## config.mk

```make
export PLATFORM = sky130hd
export DESIGN_NAME = ttd_sample_avg
export DESIGN_NICKNAME = d
export VERILOG_FILES = /design/src/rtl/ttd_sample_avg.sv
export SDC_FILE = /design/constraint.sdc
export NUM_CORES = 1
export LEC_CHECK = 0
export BUFFER_PORTS_ARGS = -buffer_cell sky130_fd_sc_hd__buf_4
export CORE_UTILIZATION = 30
export CTS_CLUSTER_SIZE = 25
export DETAILED_ROUTE_END_ITERATION = 12
export GPL_TIMING_DRIVEN = 0
export PLACE_DENSITY_LB_ADDON = 0.1
export SKIP_CTS_REPAIR_TIMING = 1
export SLEW_MARGIN = 20
export SYNTH_ARGS = -nofsm -noshare
export SYNTH_HDL_FRONTEND = slang
export SYNTH_SLANG_ARGS = --single-unit
```

## constraint.sdc

```tcl
create_clock -name clk -period 2 [get_ports clk]
set_clock_uncertainty 0.1 [all_clocks]
set_input_delay 0.2 -clock clk [delete_from_list [all_inputs] [get_ports clk]]
set_output_delay 0.2 -clock clk [all_outputs]
set_load 0.01 [all_outputs]
```

## src/rtl/ttd_sample_avg.sv

```systemverilog
// ttd_sample_avg: synchronises TTD comparator/period marker, averages 2**LOG2_N codes per output
module ttd_sample_avg #(
  parameter int DW = 8,
  parameter int LOG2_N = 2,
  parameter int SYNC_STAGES = 2
) (
  input  logic          clk,
  input  logic          rst,
  input  logic          en,
  input  logic          cmp_in,
  input  logic          rst_cap,
  input  logic [DW-1:0] data_in,
  input  logic          out_ready,
  output logic          out_valid,
  output logic [DW-1:0] out_data,
  output logic [7:0]    miss_cnt,
  output logic          overrun,
  input  logic          clr_stat
);
  localparam int AW = DW + LOG2_N;
  localparam int CW = LOG2_N > 0 ? LOG2_N : 1;
  localparam logic [CW-1:0] LAST = CW'((1 << LOG2_N) - 1);
  typedef enum logic [1:0] {ALIGN, HOLD, WINDOW, DONE} state_t;
  state_t state, state_nx;
  logic [SYNC_STAGES-1:0] cmp_sync, rc_sync;
  logic cmp_s, cmp_s_d, rc, cmp_edge;
  logic [AW-1:0] acc, sum;
  logic [CW-1:0] cnt;
  logic accept, miss, complete, load;
  assign cmp_s    = cmp_sync[SYNC_STAGES-1];
  assign rc       = rc_sync[SYNC_STAGES-1];
  assign cmp_edge = cmp_s & ~cmp_s_d;
  assign accept   = en && state == WINDOW && cmp_edge;
  assign miss     = en && state == WINDOW && !cmp_edge && rc;
  assign sum      = acc + AW'(data_in);
  assign complete = accept && cnt == LAST;
  assign load     = complete && (!out_valid || out_ready);
  always_comb begin
    state_nx = state;
    if (!en)
      state_nx = ALIGN;
    else
      case (state)
        ALIGN:   state_nx = rc ? HOLD : ALIGN;
        HOLD:    state_nx = rc ? HOLD : WINDOW;
        WINDOW:  state_nx = rc ? HOLD : cmp_edge ? DONE : WINDOW;
        default: state_nx = rc ? HOLD : DONE;
      endcase
  end
  always_ff @(posedge clk) begin
    if (rst) begin
      cmp_sync  <= '0;
      rc_sync   <= '0;
      cmp_s_d   <= 1'b0;
      state     <= ALIGN;
      acc       <= '0;
      cnt       <= '0;
      out_valid <= 1'b0;
      out_data  <= '0;
      miss_cnt  <= '0;
      overrun   <= 1'b0;
    end else begin
      cmp_sync  <= {cmp_sync[SYNC_STAGES-2:0], cmp_in};
      rc_sync   <= {rc_sync[SYNC_STAGES-2:0], rst_cap};
      cmp_s_d   <= cmp_s;
      state     <= state_nx;
      acc       <= (!en || state == ALIGN || complete) ? '0 : accept ? sum : acc;
      cnt       <= (!en || state == ALIGN || complete) ? '0 : accept ? cnt + 1'b1 : cnt;
      out_valid <= load | (out_valid & ~out_ready);
      out_data  <= load ? sum[AW-1:LOG2_N] : out_data;
      miss_cnt  <= clr_stat ? '0 : (miss && miss_cnt != 8'hff) ? miss_cnt + 8'd1 : miss_cnt;
      overrun   <= clr_stat ? 1'b0 : (complete && !load) ? 1'b1 : overrun;
    end
  end
endmodule
```

==> out/qor.yml <==
worst_setup_path:
  crit_required_ps: 2080
  timing.critical_path.to_type: "flip-flop"
  worstPathArrival_ps: 2110
  critical_path.max_fanout: 4
  path_class: "flip-flop to flip-flop"
  startpoint_type: "flip-flop"
placement:
  port_buffers: 32
  gp_congestion: 0.7640
  place.detailed.hpwl_um: 3011
  pre_cts_ws_ps: -231.3
pwr:
  worst_ir_drop_on_vdd_uv: 235.5
  power.switching_fraction: 0.2367
  cellInternalPower_mw: 1.024
  p_leak_nw: 0.9689
  seqPwrFrac: 0.554
  power_frac_clock: 0.381
  power_switching_mw: 0.3176
  power_per_cell_area_nw_per_um2: 551.9
  power.share.combinational: 0.065
sta:
  finalSetupTns_ps: -38.51
  count_of_endpoints_failing_hold_in_the_final_timing_report: 0
  layout_setup_ws_ps: -31.35
  rsz_0062_raised_after_global_routing: "yes"
  worst_slew_pin_slew_ps: 475.6
  clock.fmax_mhz: 492.3
  period_needed_ps: 2031
  slew_viol_final: 0
  timing.final.setup_violations: 2
  maxSlewHeadroom: 0.6829
  final.period_utilization: 1.016
detailed_routing:
  avgRoutedWirePerCell_um: 13.16
  dr_total_vias: 1515
  wire_length_after_detailed_routing_um: 4145
  vias_per_cell: 4.810
  detailedRoute.firstIterationViolations: 79
  drt_pass1_iterations: 4
  ant_nets: 0
  post-route-drc-count: 0
synth:
  synth_seq_area_share: 0.3970
  synth_cell_type_count: 53
  synthCells: 197
  synth_nets: 223
  mappedNetlistArea_sq_um: 1866
  postSynth.topFlopCell: "sky130_fd_sc_hd__dfxtp_1"
  syn-mean-instance-area_sq_um: 9.470
  async_reset_ff_frac: 0
  number_of_enable_flip_flop_cells_after_synthesis: 0
  number_of_warnings_issued_by_yosys: 0
  synth-seq-cells: 37
die:
  design.portCount: 33
  dieHeight_um: 80.86
  num_rows: 28
  die_w_um: 80.86
  floorplan.die_area_sq_um: 6538
  coreArea_sq_um: 5956
  start_util: 0.3132
clock_tree:
  cts_tree: "yes"
  worst_setup_hold_path_clk_slew_ps: 80
  htreeDepth: 2
  numCtsBuffers: 5
  insertion_delay_ps: 290
  cts_max_path_buffers: 2
  clock-sinks: 37
  clockRootBuffer: "sky130_fd_sc_hd__clkbuf_8"
cells_and_area:
  syn2layout_area_growth_pct: 30.32
  layout-drive-gt1-share: 0.3167
  fillCellCount: 625
  final_net_count: 265
  diodes: 0
  postLayoutCoreUtil: 0.4082
run:
  maxCapViolCount: 0
global_route:
  number_of_antenna_violations_at_the_first_check_in_global_routing: 0
  global_route.usage.met2: 0.1933
  groute.layer.met3.usage: 0.03483
  top_usage_layer: "met2"
  groute.layer.met1.usage: 0.1868
  total_grt_usage: 0.1337
  global_route_wire_length_before_repair_um: 6630
  global_route.overflow_total: 0
  grt_start_max_net_pins: 12
  via_count_of_the_first_global_routing_pass: 1419
min_path:
  hold_class: "input port to flip-flop"
outcome:
  failing_checks: "negative setup slack"
  status: "finished, violations left"
## cells by family after synthesis
logic type / synth area share
compound gates: 0.1818
buf+inv: 0.03152
flops: 0.3970
xor+xnor: 0.04695
simple gates: 0.2381
fa+ha+maj: 0.07780
mux: 0.02683
## registers in the layout, summed over array words and instances, names as in the netlist
name,flops
acc,10
miss_cnt,8
out_data,8
cmp_sync,2
cnt,2
rc_sync,2
state,2
cmp_s_d,1
out_valid,1
overrun,1
## critical path: stages (launching register included)
cell                       delay, ps
sky130_fd_sc_hd__dfxtp_2         350
sky130_fd_sc_hd__ha_4            140
sky130_fd_sc_hd__inv_2            40
sky130_fd_sc_hd__fa_2            340
sky130_fd_sc_hd__nand2b_4        180
sky130_fd_sc_hd__a21oi_4         170
sky130_fd_sc_hd__a21boi_2        100
sky130_fd_sc_hd__nor4bb_2        170
sky130_fd_sc_hd__a311o_1         330
## cells in the mapped netlist, drive strengths merged, types with 4 or more instances
| master | number | area, sq um |
|---|---|---|
| nand3 | 5 | 37.54 |
| nor4 | 6 | 37.54 |
| nand2 | 16 | 60.06 |
| inv | 7 | 26.28 |
| and2 | 4 | 30.03 |
| dfxtp | 37 | 740.7 |
| a21oi | 12 | 60.06 |
| a211oi | 4 | 47.54 |
| ha | 10 | 125.1 |
| o21ai | 4 | 23.77 |
| mux2i | 5 | 50.05 |
| nor2b | 6 | 45.04 |
| a311o | 5 | 50.05 |
| nor2 | 22 | 85.09 |
| xnor2 | 8 | 70.07 |
## routing by layer
metal	share of wire	up-vias
met2	0.40	33
met5	0	-
met4	0.014	0
met1	0.54	675
met3	0.051	7
li1	-	800
## power groups by stage
stage	Clock (mW)	Sequential (mW)	Combinational, mW
global route	0.567	0.744	0.0962
floorplan	0	0.760	0.0417
CTS	0.535	0.743	0.0776
detailed placement	0	0.760	0.0771
finish	0.511	0.743	0.0874
global placement	0	0.760	0.0775
## cell usage in the layout, fill, tap and decap left out, types with 4 or more instances in the layout
cell type / instances
sky130_fd_sc_hd__dfxtp_1: 36
sky130_fd_sc_hd__buf_4: 35
sky130_fd_sc_hd__nor2_1: 20
sky130_fd_sc_hd__nand2_1: 16
sky130_fd_sc_hd__a21oi_1: 11
sky130_fd_sc_hd__xnor2_1: 8
sky130_fd_sc_hd__inv_1: 6
sky130_fd_sc_hd__nor4_1: 6
sky130_fd_sc_hd__a311o_1: 5
sky130_fd_sc_hd__mux2i_1: 5
sky130_fd_sc_hd__nor2b_1: 5
sky130_fd_sc_hd__ha_1: 5
sky130_fd_sc_hd__clkbuf_8: 5
sky130_fd_sc_hd__clkbuf_1: 4
sky130_fd_sc_hd__nand3_1: 4
sky130_fd_sc_hd__ha_4: 4
## per-stage QoR
| stage | instance area (sq um) | std cells | power (mW) | hold WS [ps] |
|---|---|---|---|---|
| 6_report | 2431 | 315 | 1.342 | 18.90 |
| 3_3_place_gp | 2200 | 304 | 0.8378 | 313.1 |
| 2_1_floorplan | 1866 | 197 | 0.8015 | 228.2 |
| 5_1_grt | 2431 | 315 | 1.407 | 17.11 |
| 4_1_cts | 2282 | 312 | 1.356 | 12.61 |
| 3_5_place_dp | 2200 | 304 | 0.8374 | 319.3 |
## cell type report
| type | count | area, sq um | area share |
|---|---|---|---|
| plain buffers | 6 | 32.53 | 0.01338 |
| clock inverters | 2 | 10.01 | 0.004117 |
| repair buffers | 35 | 262.8 | 0.1081 |
| multi-input cells | 147 | 1191 | 0.4900 |
| flip-flops and latches | 37 | 742.0 | 0.3052 |
| inverters | 7 | 26.28 | 0.01081 |
| well taps | 75 | 93.84 | 0.03860 |
| clock buffers | 6 | 72.57 | 0.02985 |
## worst paths after layout
check	startpoint	to	slack, ps	cells after the start
worst max-delay path	acc[0]	out_data[4]	-30	8
worst min-delay path	rst_cap	rc_sync[0]	20	2
worst max register to register	acc[0]	out_data[4]	-30	8
worst min register to register	cmp_sync[0]	cmp_sync[1]	340	1
Power figures use the tool's default switching activity.
